**config.mk**
```make
export PLATFORM = sky130hd
export DESIGN_NAME = dmem_arbiter
export DESIGN_NICKNAME = d
export VERILOG_FILES = /design/src/rtl/dmem_arb_pkg.sv /design/src/rtl/rr_arb2.sv /design/src/rtl/dmem_arbiter.sv
export SDC_FILE = /design/constraint.sdc
export NUM_CORES = 1
export LEC_CHECK = 0
export CORE_ASPECT_RATIO = 0.8
export CORE_UTILIZATION = 30
export DETAILED_ROUTE_END_ITERATION = 16
export GPL_TIMING_DRIVEN = 0
export HOLD_SLACK_MARGIN = 0.03
export PLACE_DENSITY = 0.63
export SLEW_MARGIN = 20
export SYNTH_ARGS = -nofsm -noshare
export SYNTH_HDL_FRONTEND = slang
export SYNTH_SLANG_ARGS = --single-unit
```
**constraint.sdc**
```tcl
create_clock -name clk -period 10.4 [get_ports clk]
set_input_delay 2.6 -clock clk [delete_from_list [all_inputs] [get_ports clk]]
set_output_delay 2.6 -clock clk [all_outputs]
set_load 0.1 [all_outputs]
```
**src/rtl/dmem_arb_pkg.sv**
```systemverilog
// ---------------------------------------------------------------------------
// dmem_arb_pkg
// Shared definitions for the data-memory arbiter:
//   size_e    : access size encodings (SZ_B, SZ_H, SZ_W, SZ_X = illegal)
//   req_id_e  : requester identifiers (REQ_CORE, REQ_DBG)
//   access_err: alignment / legal-size check for a request
// ---------------------------------------------------------------------------
package dmem_arb_pkg;

    typedef enum logic [1:0] {
        SZ_B = 2'b00,
        SZ_H = 2'b01,
        SZ_W = 2'b10,
        SZ_X = 2'b11
    } size_e;

    typedef enum logic {
        REQ_CORE = 1'b0,
        REQ_DBG  = 1'b1
    } req_id_e;

    // Returns 1 when the access is misaligned for its size or uses the
    // illegal size encoding.
    function automatic logic access_err(input logic [1:0] size,
                                        input logic [1:0] addr_lo);
        case (size_e'(size))
            SZ_B:    access_err = 1'b0;
            SZ_H:    access_err = addr_lo[0];
            SZ_W:    access_err = |addr_lo;
            default: access_err = 1'b1;
        endcase
    endfunction

endpackage

```
**src/rtl/rr_arb2.sv**
```systemverilog
// ---------------------------------------------------------------------------
// rr_arb2
// Two-way round-robin arbiter with a last-grant pointer.
// Ports:
//   clk    in   clock
//   rst    in   asynchronous active-high reset (pointer -> debug)
//   i_req  in   [0] = core request, [1] = debug request
//   o_gnt  out  one-hot combinational grant, forced to 0 during reset
// ---------------------------------------------------------------------------
module rr_arb2 import dmem_arb_pkg::*; (
    input  logic       clk,
    input  logic       rst,
    input  logic [1:0] i_req,
    output logic [1:0] o_gnt
);

    req_id_e r_last;

    // On contention the requester that did not win last time is chosen;
    // a lone requester always wins, so back-to-back grants are allowed.
    always_comb begin
        o_gnt = '0;
        if (!rst) begin
            if (i_req[0] && i_req[1]) begin
                if (r_last == REQ_DBG) o_gnt[0] = 1'b1;
                else                   o_gnt[1] = 1'b1;
            end else begin
                o_gnt = i_req;
            end
        end
    end

    // Pointer moves only when something is actually granted.
    always_ff @(posedge clk or posedge rst) begin
        if (rst) begin
            r_last <= REQ_DBG;
        end else if (o_gnt[0]) begin
            r_last <= REQ_CORE;
        end else if (o_gnt[1]) begin
            r_last <= REQ_DBG;
        end
    end

endmodule

```
**src/rtl/dmem_arbiter.sv**
```systemverilog
// ---------------------------------------------------------------------------
// dmem_arbiter
// Arbitrates core and debug requests onto a single data-memory port.
// Pipeline: grant in cycle N (combinational), memory command in N+1
// (registered m_*), load data / error response in N+2.
// Ports:
//   clk, reset                   clock, asynchronous active-high reset
//   c_*/d_* req,we,size,addr,wdata  requester commands (held until grant)
//   c_gnt/d_gnt                  request accepted this cycle
//   c_rvalid/c_rdata/c_err (d_*) response to owning requester in N+2
//   c_stall                      core request pending without grant
//   m_en,m_we,m_size,m_addr,m_wdata  memory command (all 0 when idle)
//   m_rdata                      combinational read data for m_addr
// ---------------------------------------------------------------------------
module dmem_arbiter import dmem_arb_pkg::*; #(
    parameter int ADDR_W = 7,
    parameter int DATA_W = 32
) (
    input  logic              clk,
    input  logic              reset,
    input  logic              c_req,
    input  logic              c_we,
    input  logic [1:0]        c_size,
    input  logic [ADDR_W-1:0] c_addr,
    input  logic [DATA_W-1:0] c_wdata,
    input  logic              d_req,
    input  logic              d_we,
    input  logic [1:0]        d_size,
    input  logic [ADDR_W-1:0] d_addr,
    input  logic [DATA_W-1:0] d_wdata,
    output logic              c_gnt,
    output logic              d_gnt,
    output logic              c_rvalid,
    output logic              d_rvalid,
    output logic [DATA_W-1:0] c_rdata,
    output logic [DATA_W-1:0] d_rdata,
    output logic              c_err,
    output logic              d_err,
    output logic              c_stall,
    output logic              m_en,
    output logic              m_we,
    output logic [1:0]        m_size,
    output logic [ADDR_W-1:0] m_addr,
    output logic [DATA_W-1:0] m_wdata,
    input  logic [DATA_W-1:0] m_rdata
);

    logic [1:0]        w_gnt;
    logic              w_any;
    req_id_e           w_owner;
    logic              w_we;
    logic [1:0]        w_size;
    logic [ADDR_W-1:0] w_addr;
    logic [DATA_W-1:0] w_wdata;
    logic              w_err;
    logic              w_issue;
    logic              w_resp;

    // N+1 stage bookkeeping that travels alongside the m_* command.
    logic              r1_valid;
    req_id_e           r1_owner;
    logic              r1_load;
    logic              r1_err;

    rr_arb2 u_arb (
        .clk   (clk),
        .rst   (reset),
        .i_req ({d_req, c_req}),
        .o_gnt (w_gnt)
    );

    assign c_gnt   = w_gnt[0];
    assign d_gnt   = w_gnt[1];
    assign c_stall = c_req & ~w_gnt[0];

    // Select the winning command.
    assign w_any   = |w_gnt;
    assign w_owner = w_gnt[1] ? REQ_DBG : REQ_CORE;
    assign w_we    = w_gnt[1] ? d_we    : c_we;
    assign w_size  = w_gnt[1] ? d_size  : c_size;
    assign w_addr  = w_gnt[1] ? d_addr  : c_addr;
    assign w_wdata = w_gnt[1] ? d_wdata : c_wdata;
    assign w_err   = access_err(w_size, w_addr[1:0]);

    // Erroneous requests are accepted but never reach the memory.
    assign w_issue = w_any & ~w_err;

    // Responses exist for loads and for every error (load or store).
    assign w_resp  = r1_valid & (r1_load | r1_err);

    always_ff @(posedge clk or posedge reset) begin
        if (reset) begin
            r1_valid <= 1'b0;
            r1_owner <= REQ_CORE;
            r1_load  <= 1'b0;
            r1_err   <= 1'b0;
            m_en     <= 1'b0;
            m_we     <= 1'b0;
            m_size   <= '0;
            m_addr   <= '0;
            m_wdata  <= '0;
            c_rvalid <= 1'b0;
            c_rdata  <= '0;
            c_err    <= 1'b0;
            d_rvalid <= 1'b0;
            d_rdata  <= '0;
            d_err    <= 1'b0;
        end else begin
            // N -> N+1
            r1_valid <= w_any;
            r1_owner <= w_owner;
            r1_load  <= ~w_we;
            r1_err   <= w_err;
            m_en     <= w_issue;
            m_we     <= w_issue & w_we;
            m_size   <= w_issue ? w_size  : '0;
            m_addr   <= w_issue ? w_addr  : '0;
            m_wdata  <= w_issue ? w_wdata : '0;

            // N+1 -> N+2: m_rdata belongs to the command currently on m_*.
            c_rvalid <= w_resp & (r1_owner == REQ_CORE);
            c_err    <= w_resp & (r1_owner == REQ_CORE) & r1_err;
            c_rdata  <= (w_resp && r1_owner == REQ_CORE && !r1_err) ? m_rdata : '0;
            d_rvalid <= w_resp & (r1_owner == REQ_DBG);
            d_err    <= w_resp & (r1_owner == REQ_DBG) & r1_err;
            d_rdata  <= (w_resp && r1_owner == REQ_DBG && !r1_err) ? m_rdata : '0;
        end
    end

endmodule

```
==> results of run 1 <==
## worst max-delay path by stage
stage / start / cells past startpoint / endpoint
after CTS: reset / 4 / c_gnt
after global routing: reset / 4 / c_gnt
after global placement: reset / 4 / c_gnt
after detailed placement: reset / 4 / c_gnt
after floorplan: reset / 3 / c_stall
final: reset / 4 / c_gnt
## cells by family after synthesis
logic type | synth area share [%]
mux | 0.4414
buf+inv | 4.469
compound gates | 7.807
flops | 64.03
simple gates | 23.26
## flip-flops by register name (all words and copies together), names as in the netlist
name and flops:
m_wdata 32, m_addr 7, r1_valid 1, r1_err 1, c_rvalid 1, m_size 2, r1_load 1, u_arb.r_last 1
d_err 1, m_we 1, d_rvalid 1, d_rdata 32, c_err 1, r1_owner 1, c_rdata 32, m_en 1
## layout make-up
class | count | area (um^2)
clock inverter | 12 | 155.1
clock buffer | 20 | 436.7
multi-input combinational | 222 | 1429
fill | 1233 | 6819
inverter | 4 | 20.02
tap | 184 | 230.2
timing repair buffer | 234 | 2360
buffer | 26 | 187.7
sequential | 116 | 2904
## per-stage QoR
step	utilization (%)	instance area [um^2]	power [mW]	hold slack, ns	setup WS, ns
after floorplan	-	4536	0.6381	0.4873	0.9843
after global placement	48.81	7098	0.7320	0.5060	-0.3443
after detailed placement	49.04	7131	0.7362	0.5195	2.612
after CTS	53.11	7722	1.329	0.5287	2.612
after global routing	53.11	7722	1.361	0.5350	2.492
final	53.11	7722	1.309	0.5248	2.662
## metal layers
metal	up-vias	part of all wire [%]	track usage [%]
met2	191	46	28.41
li1	1747	-	-
met1	1813	42	20.61
met5	-	0	0
met3	16	11	8.172
met4	0	1.2	7.852
## synth_stat cells, types with 2 or more instances
cell,count
and2_1,64
clkbuf_1,7
a21oi_1,21
inv_1,3
nand2_1,7
buf_2,9
nand3b_1,6
buf_6,7
a21oi_2,20
nand2b_1,2
buf_8,2
dfrtp_1,115
o21a_1,2
nand3_1,58
nor4b_1,2
o22ai_2,2
nor2_1,8
mux2i_1,2
nand3_2,20
## power breakdown
group          leakage (nW)  total [mW]  internal [mW]  switching [mW]
Clock                 0.273       0.583          0.376           0.206
Combinational          1.42       0.255         0.0865           0.169
Sequential             1.59       0.472          0.467         0.00463
Total                  3.28        1.31          0.930           0.379
==> reports/results.tsv, run 1 <==
stage	metric	value	unit
synthesis	ys_warn_count	0	
worst_setup_path	rr_endpoint	c_rdata[2]$_DFF_PP0_	
grt	grt_overflow	0	
grt	grt_pass1_vias	4010	
place	io_buffers	233	
floorplan	ios	234	
synthesis	yosys_register_bits	116	
synthesis	synth_largest_area_cell	dfrtp_1	
clock_tree	clock_sinks	116	
grt	grt_usage	17.82	%
sta	finalCritPeriodShare	74.40	%
worst_setup_path	rr_startpoint	r1_err$_DFF_PP0_	
worst_setup_path	worstPathArrival	5.14	ns
clock_tree	insertion_delay	0.41	ns
sta	max_freq	129.2	MHz
pwr	vdd_drop_max	103.4	uV
sta	skew	0.007901	ns
routing	avgRoutedWirePerCell	15.91	um
worst_setup_path	path_common_cell	clkdlybuf4s50_1	
clock_tree	ctsResizeCount	0	
worst_setup_path	cp.buffers_inverters	3	
clock_tree	cts_buffer_depth	2	
routing	ant_nets	0	
floorplan	dieArea	0.01562	mm^2
grt	grt_pass1_wl	21.05	mm
sta	rsz0062_at_grt	no	
floorplan	fp.dieW	139.5	um
worst_setup_path	criticalPathCategory	primary input to output port	
floorplan	die_h	112.0	um
floorplan	initial_utilization	31.19	%
sta	slew_violations	0	
worst_setup_path	crit_path_max_fanout	61	
clock_tree	cts-root-buf	clkbuf_16	
synthesis	synth_top_area_share	63.45	%
clock_tree	post_cts_buffers	0	
worst_setup_path	crit_path_max_incr_delay	1.14	ns
clock_tree	cts_tree	built	
sta	setup_tns	0	ns
worst_setup_path	cp_slowest_cell	clkdlybuf4s50_1	
cells_and_area	area_growth	70.26	%
sta	hold_violations	0	
clock_tree	cts.htree.levels	4	
place	routabilityCongestion	0.8396	
floorplan	core	0.01454	mm^2
cells_and_area	antenna_cells	0	
routing	wirelength	13.01	mm
cells_and_area	layout.cells.non_filler	818	
synthesis	synth_area	0.004536	mm^2
pwr	powerDensity	169.5	mW/mm^2
cells_and_area	final_cell_mix	clkdlybuf4s50_1 (233), dfrtp_1 (115), and2_1 (64)	
place	dp_hpwl	9.786	mm
routing	drt_pass1_iterations	5	
synthesis	synth_nets	488	
sta	period_needed	7.738	ns
sta	tightestPinTransition	1.038	ns
worst_setup_path	path_delay_family	buffers and inverters	
floorplan	core.rowCount	39	
cells_and_area	layout_commonest_cell	clkdlybuf4s50_1	
worst_hold_path	min_from	u_arb.r_last$_DFFE_PP1N_	
cells_and_area	final_layout_size_suffix_gt1_share	15.30	%
routing	remaining_drc_errors	0	
grt	grt_max_degree	62	
synthesis	synth_edf_count	0	
worst_setup_path	start_kind	primary input	
worst_hold_path	hold_class	register to register	
worst_setup_path	crit_chain	clkdlybuf4s50_1, inv_6, and3_1, clkdlybuf4s50_1	
synthesis	synthCells	368	
worst_setup_path	regToRegSetupSlack	8.90	ns
worst_setup_path	crit_required	7.80	ns
clock_tree	cts_buffers	17	
synthesis	ys_async_sr_fraction	100.0	%
clock_tree	clkTransAtPathRegs	0.05	ns
outcome	status	finished, final reports clean	
routing	num_vias	3767	
place	dp.cells	786	
synthesis	syn_avg_cell_area	12.33	um^2
sta	finalSetupViolCount	0	
synthesis	ys_top_cells_by_area	dfrtp_1 (63%), and2_1 (8.8%), nand3_1 (6.4%)	
worst_hold_path	holdPathStages	1	
routing	vias_per_cell	4.605	
worst_hold_path	worst_hold_path.endpoint	u_arb.r_last$_DFFE_PP1N_	
pwr	p_leak	3.282	nW
synthesis	synth_seq_area_share	64.03	%
clock_tree	cts.hold.buffers_added	0	
worst_setup_path	reg2reg_depth	5	
grt	antenna_found_initial	0	
routing	drtIter0Drc	142	
worst_setup_path	endpoint_kind	output port	
cells_and_area	nNetsFinal	741	
synthesis	synth_cell_type_count	30	
job	max_cap_violations	0	
synthesis	ys.flop_type	dfrtp_1	
sta	slew_headroom	30.62	%
Power figures use the tool's default switching activity.
==> run 2: changes to the inputs <==
Settings changed: PLACE_DENSITY 0.63 to 0.66.
Clock period 10.4 ns to 6.8 ns, I/O delays scaled along.
==> run 2 against run 1 <==
Effect of this change: hold slack improved by 0.00062 ns; setup slack got worse by 1.9 ns; critical path depth rose by 1; sequential cell count did not move; design area rose by 1.2%; first-iteration DRC count fell by 34%; largest power group unchanged.
==> reports/results.tsv, run 2 (synthesis results as in run 1) <==
stage	metric	value	unit	change
worst_setup_path	rr_endpoint	m_en$_DFF_PP0_		
routing	ant_nets	0		unchanged
routing	num_vias	3725		-1.1%
worst_setup_path	crit_path_max_fanout	14		-77%
floorplan	dieArea	0.01562	mm^2	unchanged
routing	dr_wl_met2	6.367	mm	+6.2%
pwr	seqPwrFrac	35.3	%	-0.7 points
pwr	p_sw_share	28.52	%	-0.46 points
clock_tree	cts.hold.buffers_added	0		unchanged
floorplan	ios	234		unchanged
worst_setup_path	critical_path.endpoint	c_stall		
worst_setup_path	crit_required	5.10	ns	-2.70 ns
routing	remaining_drc_errors	0		unchanged
cells_and_area	final_cell_mix	clkdlybuf4s50_1 (233), dfrtp_1 (115), and2_1 (64)		
routing	highest_layer	met4		
sta	skew	0.009669	ns	+0.001768 ns
floorplan	fp.dieW	139.5	um	unchanged
cells_and_area	final_util	53.73	%	+0.62 points
sta	holdWs	0.5255	ns	+0.0006190 ns
sta	rsz0062_at_grt	no		
floorplan	core	0.01454	mm^2	unchanged
routing	drtIter0Drc	94		-34%
cells_and_area	nFillCells	1227		-0.49%
worst_setup_path	criticalPathCategory	primary input to output port		
clock_tree	cts_buffers	17		unchanged
grt	antenna_found_initial	0		unchanged
worst_hold_path	hold_class	register to register		
grt	grt_usage	17.82	%	about the same
sta	finalCritPeriodShare	89.43	%	
routing	avgRoutedWirePerCell	16.03	um	+0.76%
pwr	powerDensity	261.5	mW/mm^2	+54%
pwr	p_total	2.043	mW	+56%
clock_tree	clock_sinks	116		unchanged
clock_tree	cts_buffer_depth	2		unchanged
cells_and_area	nNetsFinal	744		+0.40%
routing	vias_per_cell	4.543		-1.4%
cells_and_area	top_regs	c_rdata x32, d_rdata x32, m_wdata x32		
pwr	p_comb_share	19.3	%	-0.2 points
cells_and_area	antenna_cells	0		unchanged
place	dp_slack	0.6713	ns	-1.941 ns
job	max_cap_violations	0		unchanged
routing	wl_met3	1.239	mm	-14%
pwr	p_sw	0.5827	mW	+54%
cells_and_area	area_growth	72.25	%	
pwr	vdd_drop_max	159.3	uV	+54%
floorplan	initial_utilization	31.19	%	unchanged
routing	wirelength	13.14	mm	+1.0%
worst_setup_path	start_kind	primary input		
worst_hold_path	holdPathStages	1		unchanged
routing	drt_pass1_iterations	10		+5
clock_tree	cts-root-buf	clkbuf_16		
clock_tree	ctsResizeCount	0		unchanged
cells_and_area	layout_commonest_cell	clkdlybuf4s50_1		
clock_tree	cts.htree.levels	4		unchanged
sta	finalSetupViolCount	0		unchanged
place	routabilityCongestion	0.7890		-6.0%
floorplan	core.rowCount	39		unchanged
pwr	clock_power_share	45.4	%	+0.9 points
worst_setup_path	regToRegSetupSlack	5.29	ns	-3.61 ns
outcome	status	finished, final reports clean		
worst_setup_path	cp-startpoint	reset		
grt	grt_pass1_wl	20.90	mm	-0.72%
sta	setup_ws	0.7185	ns	-1.944 ns
sta	max_freq	164.4	MHz	
place	dp_hpwl	9.992	mm	+2.1%
clock_tree	insertion_delay	0.41	ns	about the same
grt	grt_pass1_vias	3936		-1.8%
clock_tree	clkTransAtPathRegs	0.05	ns	about the same
pwr	intPower	1.461	mW	+57%
clock_tree	cts_tree	built		
place	io_buffers	233		unchanged
worst_setup_path	worstPathArrival	4.38	ns	-0.76 ns
cells_and_area	multi_input_area	0.001433	mm^2	+0.26%
sta	period_needed	6.081	ns	
sta	slew_violations	0		unchanged
worst_setup_path	rr_startpoint	u_arb.r_last$_DFFE_PP1N_		
sta	slew_headroom	30.37	%	-0.25 points
cells_and_area	final_layout_size_suffix_gt1_share	16.19	%	+0.90 points
worst_setup_path	reg2reg_depth	4		-1
grt	grt_overflow	0		unchanged
floorplan	die_h	112.0	um	unchanged
sta	tightestPinTransition	1.041	ns	+0.003758 ns
grt	grt_max_degree	36		-42%
worst_setup_path	endpoint_kind	output port		
routing	drt-met1-wl	5.387	mm	-0.70%
pwr	p_leak	3.326	nW	+1.3%
clock_tree	post_cts_buffers	0		unchanged
sta	hold_violations	0		unchanged
sta	setup_tns	0	ns	unchanged
cells_and_area	regArea	0.002904	mm^2	unchanged
-- run 2: cell types whose count changed in the layout (fill, tap and decap cells not counted), sizes merged --
cell    before  now
bufinv       3    4
buf         20   23
clkbuf      27   25
-- run 2: routing by layer --
| metal | vias to the layer above | track usage (%) |
|---|---|---|
| li1 | 1745 | - |
| met1 | 1788 | 20.32 |
| met2 | 173 | 28.98 |
| met3 | 19 | 8.000 |
| met4 | 0 | 7.630 |
| met5 | - | 0 |
-- run 2: stage by stage --
step	instance area (um^2)	cells
after floorplan	4543	368
after global placement	7106	785
after detailed placement	7201	789
after CTS	7812	820
after global routing	7812	820
final	7812	820
-- run 2: worst min path at each step --
stage                                to                startpoint
3_3_place_gp         c_rvalid$_DFF_PP0_          r1_err$_DFF_PP0_
6_report       u_arb.r_last$_DFFE_PP1N_  u_arb.r_last$_DFFE_PP1N_
2_1_floorplan        c_rvalid$_DFF_PP0_         r1_load$_DFF_PP0_
3_5_place_dp         c_rvalid$_DFF_PP0_          r1_err$_DFF_PP0_
4_1_cts        u_arb.r_last$_DFFE_PP1N_  u_arb.r_last$_DFFE_PP1N_
5_1_grt        u_arb.r_last$_DFFE_PP1N_  u_arb.r_last$_DFFE_PP1N_
-- run 2: final cells by class --
cell class	count	share of cell area, %
buffer	26	2.402
multi-input combinational	222	18.34
sequential	116	37.17
clock inverter	13	2.338
tap	184	2.947
clock buffer	18	5.493
timing repair buffer	237	31.07
inverter	4	0.2402
-- run 2: power by group through the flow --
| stage | Sequential [mW] | Clock (mW) | Combinational, mW |
|---|---|---|---|
| after detailed placement | 0.733 | 0 | 0.397 |
| after global placement | 0.733 | 0 | 0.386 |
| final | 0.722 | 0.927 | 0.394 |
| after floorplan | 0.879 | 0 | 0.0974 |
| after CTS | 0.722 | 0.949 | 0.398 |
| after global routing | 0.724 | 0.983 | 0.415 |
-- run 2: worst max-delay path, cell delays in order --
cell	delay, ns
clkdlybuf4s50_1	0.66
clkinvlp_4	0.44
and3_2	0.35
nor2b_2	0.10
clkdlybuf4s50_1	1.13
